===== src/rtl/fifo_mac_stage.sv =====
// rtl/fifo_mac_stage.sv - FIFO-fed dot-product neuron with rescale, saturation and ReLU
module fifo_mac_stage #(
    parameter int DATA_W  = 16,
    parameter int FRAC    = 8,
    parameter int ACC_W   = 40,
    parameter int LEN_W   = 8,
    parameter int WADDR_W = 10
) (
    input  logic                      clk,
    input  logic                      reset,
    input  logic                      start,
    input  logic [LEN_W-1:0]          vec_len,
    input  logic [WADDR_W-1:0]        weight_base,
    input  logic signed [DATA_W-1:0]  bias,
    input  logic                      relu_en,
    output logic                      busy,
    input  logic                      fifo_empty,
    input  logic signed [DATA_W-1:0]  fifo_data,
    output logic                      fifo_read_update,
    output logic [WADDR_W-1:0]        weight_addr,
    input  logic signed [DATA_W-1:0]  weight_data,
    output logic                      out_valid,
    input  logic                      out_ready,
    output logic signed [DATA_W-1:0]  out_data
);

    typedef enum logic [2:0] {S_IDLE, S_RUN, S_DRAIN, S_FINISH, S_OUTPUT} state_t;

    localparam logic signed [ACC_W-1:0] SAT_MAX = {{(ACC_W-DATA_W+1){1'b0}}, {(DATA_W-1){1'b1}}};
    localparam logic signed [ACC_W-1:0] SAT_MIN = {{(ACC_W-DATA_W+1){1'b1}}, {(DATA_W-1){1'b0}}};

    state_t                     state, state_nx;
    logic [LEN_W-1:0]           len_r;
    logic [LEN_W-1:0]           count;
    logic [WADDR_W-1:0]         base_r;
    logic                       relu_r;
    logic signed [ACC_W-1:0]    acc;
    logic signed [DATA_W-1:0]   act_r;
    logic                       mac_pend;

    logic signed [2*DATA_W-1:0] prod;
    logic signed [ACC_W-1:0]    prod_ext;
    logic signed [ACC_W-1:0]    bias_ext;
    logic signed [ACC_W-1:0]    shifted;
    logic signed [DATA_W-1:0]   sat_val;

    assign busy        = (state != S_IDLE);
    assign weight_addr = base_r + WADDR_W'(count);

    // Weight memory returns data one cycle after the address, aligned with act_r.
    assign prod     = act_r * weight_data;
    assign prod_ext = {{(ACC_W-2*DATA_W){prod[2*DATA_W-1]}}, prod};
    assign bias_ext = {{(ACC_W-DATA_W-FRAC){bias[DATA_W-1]}}, bias, {FRAC{1'b0}}};
    assign shifted  = acc >>> FRAC;

    always_comb begin
        sat_val = shifted[DATA_W-1:0];
        if (shifted > SAT_MAX) begin
            sat_val = SAT_MAX[DATA_W-1:0];
        end else if (shifted < SAT_MIN) begin
            sat_val = SAT_MIN[DATA_W-1:0];
        end
        if (relu_r && sat_val[DATA_W-1]) begin
            sat_val = '0;
        end
    end

    always_comb begin
        state_nx         = state;
        fifo_read_update = 1'b0;
        case (state)
            S_IDLE: begin
                if (start) begin
                    state_nx = (vec_len == '0) ? S_FINISH : S_RUN;
                end
            end
            S_RUN: begin
                if (!fifo_empty) begin
                    fifo_read_update = 1'b1;
                    if (count == len_r - LEN_W'(1)) begin
                        state_nx = S_DRAIN;
                    end
                end
            end
            S_DRAIN:  state_nx = S_FINISH;
            S_FINISH: state_nx = S_OUTPUT;
            S_OUTPUT: begin
                if (out_valid && out_ready) begin
                    state_nx = S_IDLE;
                end
            end
            default:  state_nx = S_IDLE;
        endcase
    end

    always_ff @(posedge clk or negedge reset) begin
        if (!reset) begin
            state     <= S_IDLE;
            len_r     <= '0;
            count     <= '0;
            base_r    <= '0;
            relu_r    <= 1'b0;
            acc       <= '0;
            act_r     <= '0;
            mac_pend  <= 1'b0;
            out_valid <= 1'b0;
            out_data  <= '0;
        end else begin
            state    <= state_nx;
            mac_pend <= fifo_read_update;
            if (mac_pend) begin
                acc <= acc + prod_ext;
            end
            case (state)
                S_IDLE: begin
                    if (start) begin
                        len_r  <= vec_len;
                        base_r <= weight_base;
                        relu_r <= relu_en;
                        acc    <= bias_ext;
                        count  <= '0;
                    end
                end
                S_RUN: begin
                    if (fifo_read_update) begin
                        act_r <= fifo_data;
                        count <= count + LEN_W'(1);
                    end
                end
                S_FINISH: out_data <= sat_val;
                // Result is registered in FINISH; valid follows one cycle later.
                S_OUTPUT: begin
                    if (!out_valid) begin
                        out_valid <= 1'b1;
                    end else if (out_ready) begin
                        out_valid <= 1'b0;
                    end
                end
                default: ;
            endcase
        end
    end

endmodule

===== config.mk =====
export PLATFORM = sky130hd
export DESIGN_NAME = fifo_mac_stage
export DESIGN_NICKNAME = d
export VERILOG_FILES = /design/src/rtl/fifo_mac_stage.sv
export SDC_FILE = /design/constraint.sdc
export NUM_CORES = 1
export LEC_CHECK = 0
export ABC_CLOCK_PERIOD_IN_PS = 8050
export CELL_PAD_IN_SITES_DETAIL_PLACEMENT = 1
export CELL_PAD_IN_SITES_GLOBAL_PLACEMENT = 2
export CORE_MARGIN = 2
export CORE_UTILIZATION = 40
export CTS_BUF_LIST = sky130_fd_sc_hd__clkbuf_4 sky130_fd_sc_hd__clkbuf_8
export DETAILED_ROUTE_END_ITERATION = 8
export PLACE_DENSITY_LB_ADDON = 0.25
export SLEW_MARGIN = 5
export SYNTH_ARGS = -nofsm -noshare
export SYNTH_HDL_FRONTEND = slang
export SYNTH_SLANG_ARGS = --single-unit

===== constraint.sdc =====
create_clock -name clk -period 8.05 [get_ports clk]
set_input_delay 2.0125 -clock clk [delete_from_list [all_inputs] [get_ports clk]]
set_output_delay 2.0125 -clock clk [all_outputs]
set_load 0.01 [all_outputs]

### Word-level counts from Yosys, hierarchy flattened

Cells that the tools add are included.

* reductions and logical operators: 10
* magnitude comparators: 2
* equality and inequality tests: 10
* muxes and demuxes: 19
* add/subtract/negate cells: 4
* multipliers: 1

Operators by type and width (count)
* two-way mux 40 bit: 3
* two-way mux 16 bit: 3
* adder 40 x 32 -> 40 bit: 1
* > comparator 32 x 16 -> 1 bit (second input constant): 1
* < comparator 32 x 16 -> 1 bit (second input constant): 1
* multiplier 16 x 16 -> 32 bit: 1
* two-way mux 8 bit: 2
* one-hot mux 8 bit (2 select lines): 1
* one-hot mux 3 bit (5 select lines): 1
* two-way mux 3 bit: 4
* adder 10 x 8 -> 10 bit: 1
* != test 2 bit (second input constant): 5
* adder 8 x 1 -> 8 bit (second input constant): 1
* equality test 8 bit: 1
* logical NOT 8 bit: 1
* subtractor 8 x 1 -> 8 bit (second input constant): 1
* equality test 3 x 2 -> 1 bit (second input constant): 2
* two-way mux 1 bit: 4
* AND reduction 2 bit: 2
* AND reduction 4 bit: 1
* equality test 3 x 1 -> 1 bit (second input constant): 1
* equality test 3 bit (second input constant): 1
* logical NOT 3 bit: 1
* AND reduction 3 bit: 1
* 4 further kinds: 5

* input bits: 72
* logic and storage cells: 56
* bits in registers: 104

### Longest topological paths before layout

Gate-level depths: netlist of the first run.

* word-level depth: 5
* depth in mapped cells: 24

### Least setup slack after synthesis of the first run

OpenSTA, ideal clock, no wires.

* path type: input port to flip-flop
* from: input weight_data[1]
* to: register acc[36]
* arrival: 7.673 ns
* path slack: 0.299 ns
* stages on the path: 22
* required time: 7.972 ns
* path buffers: 1
* cells stage by stage: clkbuf_1 -> nand2_1 -> inv_1 -> fa_1 -> fa_1 -> inv_1 -> fa_1 -> inv_1 -> fa_1 -> fa_1 -> inv_1 -> fa_1 -> inv_1 -> ha_1 -> a211oi_1 -> o21a_1 -> o31ai_1 -> a221o_1 -> a31oi_1 -> o21ai_1 -> or3_1 -> a21oi_1

* cells in the longest elaborated chain, start to end: 5

Ends and longest elaborated chain
* from (decl): RTL line 21 `input logic signed [DATA_W-1:0] weight_data,`
* multiplier 16 x 16 -> 32 bit (*): RTL line 51 `assign prod = act_r * weight_data;`
* adder 40 x 32 -> 40 bit (*): RTL line 112 `acc <= acc + prod_ext;`
* two-way mux 40 bit (*): RTL line 111 `if (mac_pend) begin`
* two-way mux 40 bit: RTL line 116 `if (start) begin`
* two-way mux 40 bit (*): RTL line 114 `case (state)`
* to (signal assigned): RTL line 112
* to (signal assigned): RTL line 120 `acc <= bias_ext;`
* to (decl): RTL line 37 `logic signed [ACC_W-1:0] acc;`

Mark *: on every way between the ends. The rest lies on a longest branch, timed or not.
A chain may end at the register's enable or synchronous reset.

### Worst setup path after layout of the first run

* from: input weight_data[15]
* to: register acc[24]

The elaborated chain is that of the path after synthesis.

==> qor.log, run 1 <==
[floorplanning] count of pins on the block boundary 101
[synth] post-synthesis sequential area ratio 15.1%
[floorplanning] Die ar. 44700 um2
[grt] maximum number of pins on one net before global-route repair 75
[drt] WL/cell 18.3 um
[drt] number of detailed-routing iterations run before antenna repair 5
[grt] first-pass GRT wire length 81700 um
[setup_path] most repeated library cell on the critical path sky130_fd_sc_hd__fa_1
[drt] total wire length after detailed routing 48200 um
[placed_design] Port Buffer Count 100
[floorplanning] overall die height 211 um
[drt] total via count in the routed design 13200
[timing] Final Setup Violations 0
[cells_and_area] fraction of layout cells with a size suffix above 1 13.5%
[grt] global routing's busiest layer met2
[cells_and_area] Area growth syn-to-layout 20.9%
[setup_path] kind of cell with the highest combined delay on the critical path adder cells
[timing] highest clock rate 127 MHz
[synth] combined area of all synthesized cells 17200 um2
[timing] Final Slew Violations 0
[grt] via count of the first global-routing pass 15000
[synth] net count of the mapped netlist 2394
[drt] vias per cell 5.00
[timing] final hold violations 0
[setup_path] element type at the critical path start primary input
[cts] TritonCTS Sinks 104
[synth] total of warnings raised by yosys 0
[cts] clock-pin slew of the registers on the worst-case setup and hold paths 0.10 ns
[timing] worst-case headroom to the max-slew limit 11.8%
[floorplanning] die span in x 211 um
[synth] number of enable flip-flop cells after synthesis 0
[grt] met1 Use GR 33.6%
[synth] top_reg_cell synth sky130_fd_sc_hd__dfrtp_1
[setup_path] maximum net fanout on the critical path 5
[cells_and_area] Final nets 2623
[cells_and_area] final core area utilization 49.2%
[setup_path] cells traversed along the worst timing path clkdlybuf4s50_1, inv_1, buf_6, nor2_4, fa_1, fa_1, fa_1, fa_1, fa_1, inv_1, fa_1, inv_1, ha_1, nand4_1, nor4_4, o2111ai_2, nand3_2, buf_4, a21o_1, a21oi_1, xnor2_1, nand2_1, a21oi_1
[synth] synthesized instance count 1866
[floorplanning] num rows 75
[synth] per-instance average area after synthesis 9.21 um2
[run] maxcap violations 0
[cts] TritonCTS clock tree done
[setup_path] delay of the slowest cell on the worst path 0.55 ns
[timing] Final Critical Period 7.89 ns
[placed_design] Setup WS pre-CTS -0.716 ns
[cells_and_area] layout filler cell count 4895
[cts] maximum level of the CTS H-tree 3
[timing] share of the cycle needed by the critical path after routing 98.1%
[status] status finished clean
[setup_path] slowest library cell on the worst path sky130_fd_sc_hd__fa_1
[grt] total track usage 23.5%
[cts] clock latency at the later pin of the worst-skew pair 0.45 ns
[timing] crit path setup slack, layout 0.156 ns
[grt] Congestion Overflow GR 0
[setup_path] critical path arrival 8.24 ns
[cts] CTS max path bufs 2
[setup_path] critical path data required time 8.40 ns
[floorplanning] starting utilization of the core area 40.7%
[timing] transition time at the pin with the least slew margin 1.32 ns
[grt] grt met2 use 38.7%
[synth] Post-synth ARST share 100%
[placed_design] HPWL Detailed 40400 um
[cts] clock buffers created by TritonCTS 9
[setup_path] total buffers and inverters traversed by the critical path 6
[timing] Post-Route Skew 0.0376 ns
[placed_design] final RePlAce weighted congestion 0.884
[grt] met3 track demand over resource 3.20%
[drt] number of routed nets with antenna violations 0
[cts] clk root buf sky130_fd_sc_hd__clkbuf_8
[floorplanning] core area 42200 um2
[setup_path] type of the worst setup path in2reg
[worst_hold_path] Hold Path Class reg2reg
[timing] final hold slack 0.492 ns
[drt] DRC marker count from the first detailed-route iteration 453
[drt] number of DRC violations after detailed routing 0
[synth] number of unique standard cell types used by synthesis 59
[grt] antenna violations before repair 0
[synth] Seq cells post-synth 104
[setup_path] sort of element at the end of the critical path register
[cell usage in the layout (no fill, tap or decap), types with 5 or more instances in the layout]
master / synthesis / layout
sky130_fd_sc_hd__inv_1: 421 / 415
sky130_fd_sc_hd__fa_1: 331 / 323
sky130_fd_sc_hd__nand2_1: 248 / 241
sky130_fd_sc_hd__buf_4: 0 / 165
sky130_fd_sc_hd__and2_1: 115 / 113
sky130_fd_sc_hd__ha_1: 125 / 112
sky130_fd_sc_hd__dfrtp_1: 104 / 104
sky130_fd_sc_hd__clkdlybuf4s50_1: 0 / 85
sky130_fd_sc_hd__nor2_1: 70 / 67
sky130_fd_sc_hd__a21oi_1: 64 / 59
sky130_fd_sc_hd__o21ai_0: 57 / 54
sky130_fd_sc_hd__xnor2_1: 44 / 44
sky130_fd_sc_hd__a21o_1: 17 / 17
sky130_fd_sc_hd__nor3_1: 18 / 17
sky130_fd_sc_hd__mux2_2: 17 / 17
sky130_fd_sc_hd__mux2i_1: 15 / 15
sky130_fd_sc_hd__nand3_1: 17 / 15
sky130_fd_sc_hd__xor2_1: 14 / 14
sky130_fd_sc_hd__ha_4: 0 / 12
sky130_fd_sc_hd__dlymetal6s2s_1: 0 / 12
sky130_fd_sc_hd__o21bai_1: 10 / 10
sky130_fd_sc_hd__o21a_1: 10 / 10
sky130_fd_sc_hd__clkbuf_8: 0 / 10
sky130_fd_sc_hd__nor4_1: 10 / 9
sky130_fd_sc_hd__a31oi_1: 12 / 9
sky130_fd_sc_hd__buf_12: 0 / 9
sky130_fd_sc_hd__nand4_1: 8 / 8
sky130_fd_sc_hd__fa_2: 0 / 8
sky130_fd_sc_hd__nand2_2: 0 / 7
sky130_fd_sc_hd__and3_1: 7 / 7
sky130_fd_sc_hd__buf_6: 0 / 7
sky130_fd_sc_hd__a21oi_2: 1 / 6
sky130_fd_sc_hd__inv_2: 0 / 5
sky130_fd_sc_hd__nor2b_1: 7 / 5
[cell usage after synthesis (all sizes together), types with 12 or more instances]
library cell  count  share of area [%]
xor2             14               0.71
inv             421                9.2
o21ai            61                1.8
dfrtp           104                 15
mux2             17                1.1
a21o             17               0.74
nor2             71                1.6
and2            115                4.2
a21oi            65                1.9
a31oi            12               0.44
xnor2            44                2.2
clkbuf           55                1.2
nand3            17               0.49
ha              125                9.1
nor3             18               0.52
mux2i            15               0.87
fa              331                 39
nand2           248                5.4
[routing by layer]
metal / share of wire, % / up-vias
li1: - / 6133
met1: 48 / 6851
met2: 48 / 168
met3: 3.1 / 37
met4: 1.1 / 0
met5: 0 / -
[what timing repair did]
action                                 CTS  global route
endpoints found under the hold margin    0             0
gates resized for setup                 28            69
hold buffers                             0             0
pin swaps                                9            60
setup buffers                            2            15
setup endpoints to repair               14            20
[through the flow]
| step | cell area, um2 | setup TNS (ns) | std cells |
|---|---|---|---|
| 2_1_floorplan | 17200 | 0 | 1866 |
| 3_3_place_gp | 20000 | -8.01 | 2607 |
| 3_5_place_dp | 20000 | -11.05 | 2607 |
| 4_1_cts | 20400 | -0.0595 | 2625 |
| 5_1_grt | 20800 | -0.0269 | 2639 |
| 6_report | 20800 | 0 | 2640 |
[state kept, by name, summed over array words and instances (netlist names), 3 cells and up]
register	count
out_data	16
count	8
len_r	8
acc	40
state	3
act_r	16
base_r	10
[path summary, 6_finish.rpt]
check / end / cells past startpoint / from / slack [ns]
setup / recovery: acc[24] / 23 / weight_data[15] / 0.16
hold / removal: base_r[5] / 2 / base_r[5] / 0.49
setup reg to reg: acc[24] / 24 / act_r[15] / 1.18
hold reg to reg: base_r[5] / 2 / base_r[5] / 0.49
max in group asynchronous: state[0] / 2 / reset / 5.16
min in group asynchronous: acc[38] / 1 / reset / 1.65
[logic make-up (layout without fill, tap and decap cells)]
| kind of cell | count (synthesis) | count (layout) | synth area share [%] |
|---|---|---|---|
| flip-flops | 104 | 104 | 15.1 |
| multiplexers | 32 | 32 | 1.99 |
| adder cells (fa/ha/maj) | 456 | 456 | 47.6 |
| AND/OR/NAND/NOR | 523 | 523 | 14.3 |
| other | 0 | 1 | 0 |
| XOR/XNOR | 58 | 58 | 2.95 |
| AO/OA/AOI/OAI | 209 | 209 | 7.44 |
| buffers and inverters | 484 | 718 | 10.6 |
[final cells by class]
cell class	instances	area [um2]	share of cell area, %
multi-input combinational	1278	13200	63.4
sequential	104	2600	12.5
clock inverter	4	76.3	0.367
timing repair buffer	280	2520	12.1
clock buffer	12	153	0.734
antenna	1	2.50	0.0120
inverter	422	1590	7.64
tap	539	674	3.25
[tightest hold or removal path: cells and delay by family (launching register included)]
family / cells / cell delay [ns]
simple gates: 2 / 0.10
flops: 1 / 0.36
Power of run 1 is not shown: default switching activity piles up to over one toggle a cycle in this logic, so the estimate is an artifact.
==> run 2, diff against run 1 <==
--- a/config.mk
+++ b/config.mk
@@ -12,6 +12,7 @@
 export CORE_UTILIZATION = 40
 export CTS_BUF_LIST = sky130_fd_sc_hd__clkbuf_4 sky130_fd_sc_hd__clkbuf_8
 export DETAILED_ROUTE_END_ITERATION = 8
+export GPL_TIMING_DRIVEN = 1
 export PLACE_DENSITY_LB_ADDON = 0.25
 export SLEW_MARGIN = 5
 export SYNTH_ARGS = -nofsm -noshare
==> constraint.sdc (replaced) <==
create_clock -name clk -period 8.05 [get_ports clk]
set_input_delay 1.2075 -clock clk [delete_from_list [all_inputs] [get_ports clk]]
set_output_delay 1.2075 -clock clk [all_outputs]
set_load 0.01 [all_outputs]
==> qor.log, run 2 (synthesis results as in run 1) <==
[status] status finished clean
[cells_and_area] antenna diode count 0 [-1]
[grt] total track usage 23.2% [-0.34 points]
[floorplanning] num rows 75 [unchanged]
[worst_hold_path] Hold Path Class reg2reg
[run] maxcap violations 0 [unchanged]
[setup_path] maximum net fanout on the critical path 6 [+1]
[cells_and_area] commonest non-fill, non-tap cell in the layout sky130_fd_sc_hd__inv_1
[placed_design] HPWL Detailed 39800 um [-1.5%]
[drt] total wire length after detailed routing 47400 um [-1.6%]
[timing] Final Critical Period 7.58 ns [-0.313 ns]
[floorplanning] count of pins on the block boundary 101 [unchanged]
[cells_and_area] flip-flop count of the largest register after layout 40 [unchanged]
[setup_path] critical path arrival 7.92 ns [-0.32 ns]
[cells_and_area] commonest cells after routing, fill and taps aside sky130_fd_sc_hd__inv_1 (421), sky130_fd_sc_hd__fa_1 (331), sky130_fd_sc_hd__nand2_1 (248), sky130_fd_sc_hd__ha_1 (125), sky130_fd_sc_hd__and2_1 (114)
[placed_design] final RePlAce weighted congestion 0.872 [-1.3%]
[timing] final hold slack 0.489 ns [-0.00353 ns]
[setup_path] sort of element at the end of the critical path register
[cts] maximum level of the CTS H-tree 3 [unchanged]
[grt] maximum number of pins on one net before global-route repair 75 [unchanged]
[floorplanning] starting utilization of the core area 40.7% [unchanged]
[cts] CTS max path bufs 2 [unchanged]
[timing] Final Setup Violations 0 [unchanged]
[setup_path] element type at the critical path start primary input
[timing] Post-Route Skew 0.0218 ns [-0.0158 ns]
[cts] clock latency at the later pin of the worst-skew pair 0.43 ns [-0.02 ns]
[cts] clock buffers created by TritonCTS 9 [unchanged]
[placed_design] Port Buffer Count 100 [unchanged]
[timing] highest clock rate 132 MHz [+4.1%]
[floorplanning] core area 42200 um2 [unchanged]
[drt] number of detailed-routing iterations run before antenna repair 5 [unchanged]
[cts] # Post-CTS Setup Buffers 0 [-2]
[cells_and_area] non-filler instance count after layout 2531 [-4.1%]
[setup_path] delay of the slowest cell on the worst path 0.65 ns [+0.10 ns]
[setup_path] type of the worst setup path in2reg
[drt] number of DRC violations after detailed routing 0 [unchanged]
[grt] first-pass GRT wire length 80400 um [-1.6%]
[cts] post-cts repair resize count 0 [-100%]
[timing] setup repair after global routing missed its margin no
[setup_path] critical path data required time 8.39 ns [about the same]
[drt] vias per cell 5.05 [+1.1%]
[floorplanning] Die ar. 44700 um2 [unchanged]
[cts] TritonCTS clock tree done
[drt] WL/cell 18.7 um [+2.6%]
[setup_path] cells traversed along the worst timing path clkdlybuf4s50_1, nand2_1, inv_1, fa_1, buf_4, fa_1, inv_1, fa_1, inv_1, fa_1, fa_1, inv_1, fa_1, inv_1, ha_1, nand4_1, nor4_1, o2111ai_1, nand3_1, a31oi_1, nor2_1, nor3_1, or3_1, a21oi_1
[grt] Congestion Overflow GR 0 [unchanged]
[timing] final hold violations 0 [unchanged]
[cells_and_area] Area growth syn-to-layout 13.1%
[grt] antenna violations before repair 2 [+2]
[timing] transition time at the pin with the least slew margin 0.988 ns [-0.331 ns]
[timing] Sum Neg Setup Slack 0 ns [unchanged]
[setup_path] slowest library cell on the worst path sky130_fd_sc_hd__clkdlybuf4s50_1
[floorplanning] die span in x 211 um [unchanged]
[floorplanning] overall die height 211 um [unchanged]
[setup_path] reg2reg path depth 23 [-4.2%]
[drt] DRC marker count from the first detailed-route iteration 588 [+30%]
[cells_and_area] leading registers by flop count acc x40, act_r x16, out_data x16
[cells_and_area] fraction of layout cells with a size suffix above 1 5.67% [-7.8 points]
[timing] share of the cycle needed by the critical path after routing 94.2% [-3.9 points]
[cells_and_area] register with the highest flop count acc
[timing] Final Slew Violations 0 [unchanged]
[setup_path] most repeated library cell on the critical path sky130_fd_sc_hd__fa_1
[timing] worst-case headroom to the max-slew limit 34.2% [+22 points]
[placed_design] cell total after placement 2516 [-3.5%]
[worst_hold_path] depth of the worst hold-timing path 2 [unchanged]
[cts] TritonCTS Sinks 104 [unchanged]
[cells_and_area] Final nets 2516 [-4.1%]
[drt] total via count in the routed design 12800 [-3.1%]
[cts] hold-fix buffers at CTS 0 [unchanged]
[cts] clk root buf sky130_fd_sc_hd__clkbuf_8
[grt] via count of the first global-routing pass 14800 [-1.4%]
[drt] number of routed nets with antenna violations 0 [unchanged]
[cts] clock-pin slew of the registers on the worst-case setup and hold paths 0.10 ns [about the same]
-- run 2: changes by cell type in the layout (fill, tap and decap cells not counted), sizes merged --
cell / before / now
dlygate4sd2: 2 / 0
clkdlybuf4s50: 85 / 99
bufinv: 2 / 1
diode: 1 / 0
inv: 421 / 423
buf: 181 / 74
clkbuf: 12 / 11
dlymetal6s2s: 12 / 0
clkinvlp: 2 / 0
clkinv: 1 / 2
-- run 2: final cells by class --
type,instances,area (um2)
Clock buffer,11,139
Sequential cell,104,2600
Multi-Input combinational cell,1278,12800
Inverter,422,1580
Timing Repair Buffer,173,1620
Tap cell,539,674
Fill cell,4915,22800
Clock inverter,4,52.6
-- run 2: metal layers --
layer | vias to the layer above | track usage [%] | part of all wire (%)
met3 | 30 | 3.19 | 3.5
li1 | 5912 | - | -
met2 | 187 | 38.6 | 48
met5 | - | 0 | 0.023
met1 | 6654 | 32.8 | 48
met4 | 2 | 3.67 | 1.1
-- run 2: critical path: cells and delay by family --
family	cells	cell delay, ns
fa+ha+maj	7	3.49
simple gates	7	1.46
buf+inv	7	1.17
compound gates	3	0.57
-- run 2: worst paths after layout --
| path | start | end | slack (ns) |
|---|---|---|---|
| worst max register to register | act_r[15] | acc[36] | 0.88 |
| worst min-delay path | base_r[5] | base_r[5] | 0.49 |
| worst min register to register | base_r[5] | base_r[5] | 0.49 |
| min in group asynchronous | reset | out_valid | 0.74 |
| worst max-delay path | weight_data[2] | acc[36] | 0.47 |
| max in group asynchronous | reset | act_r[13] | 5.96 |
-- run 2: through the flow --
| step | utilization (%) | cell area [um2] | setup WS [ns] |
|---|---|---|---|
| floorplan | - | 17200 | 1.10 |
| global placement | 45.6 | 19300 | 0.138 |
| detailed placement | 45.6 | 19300 | 0.0174 |
| CTS | 46.1 | 19500 | 0.453 |
| global route | 46.1 | 19500 | 0.0806 |
| finish | 46.1 | 19500 | 0.469 |
Power of run 2 is left out for the same reason.
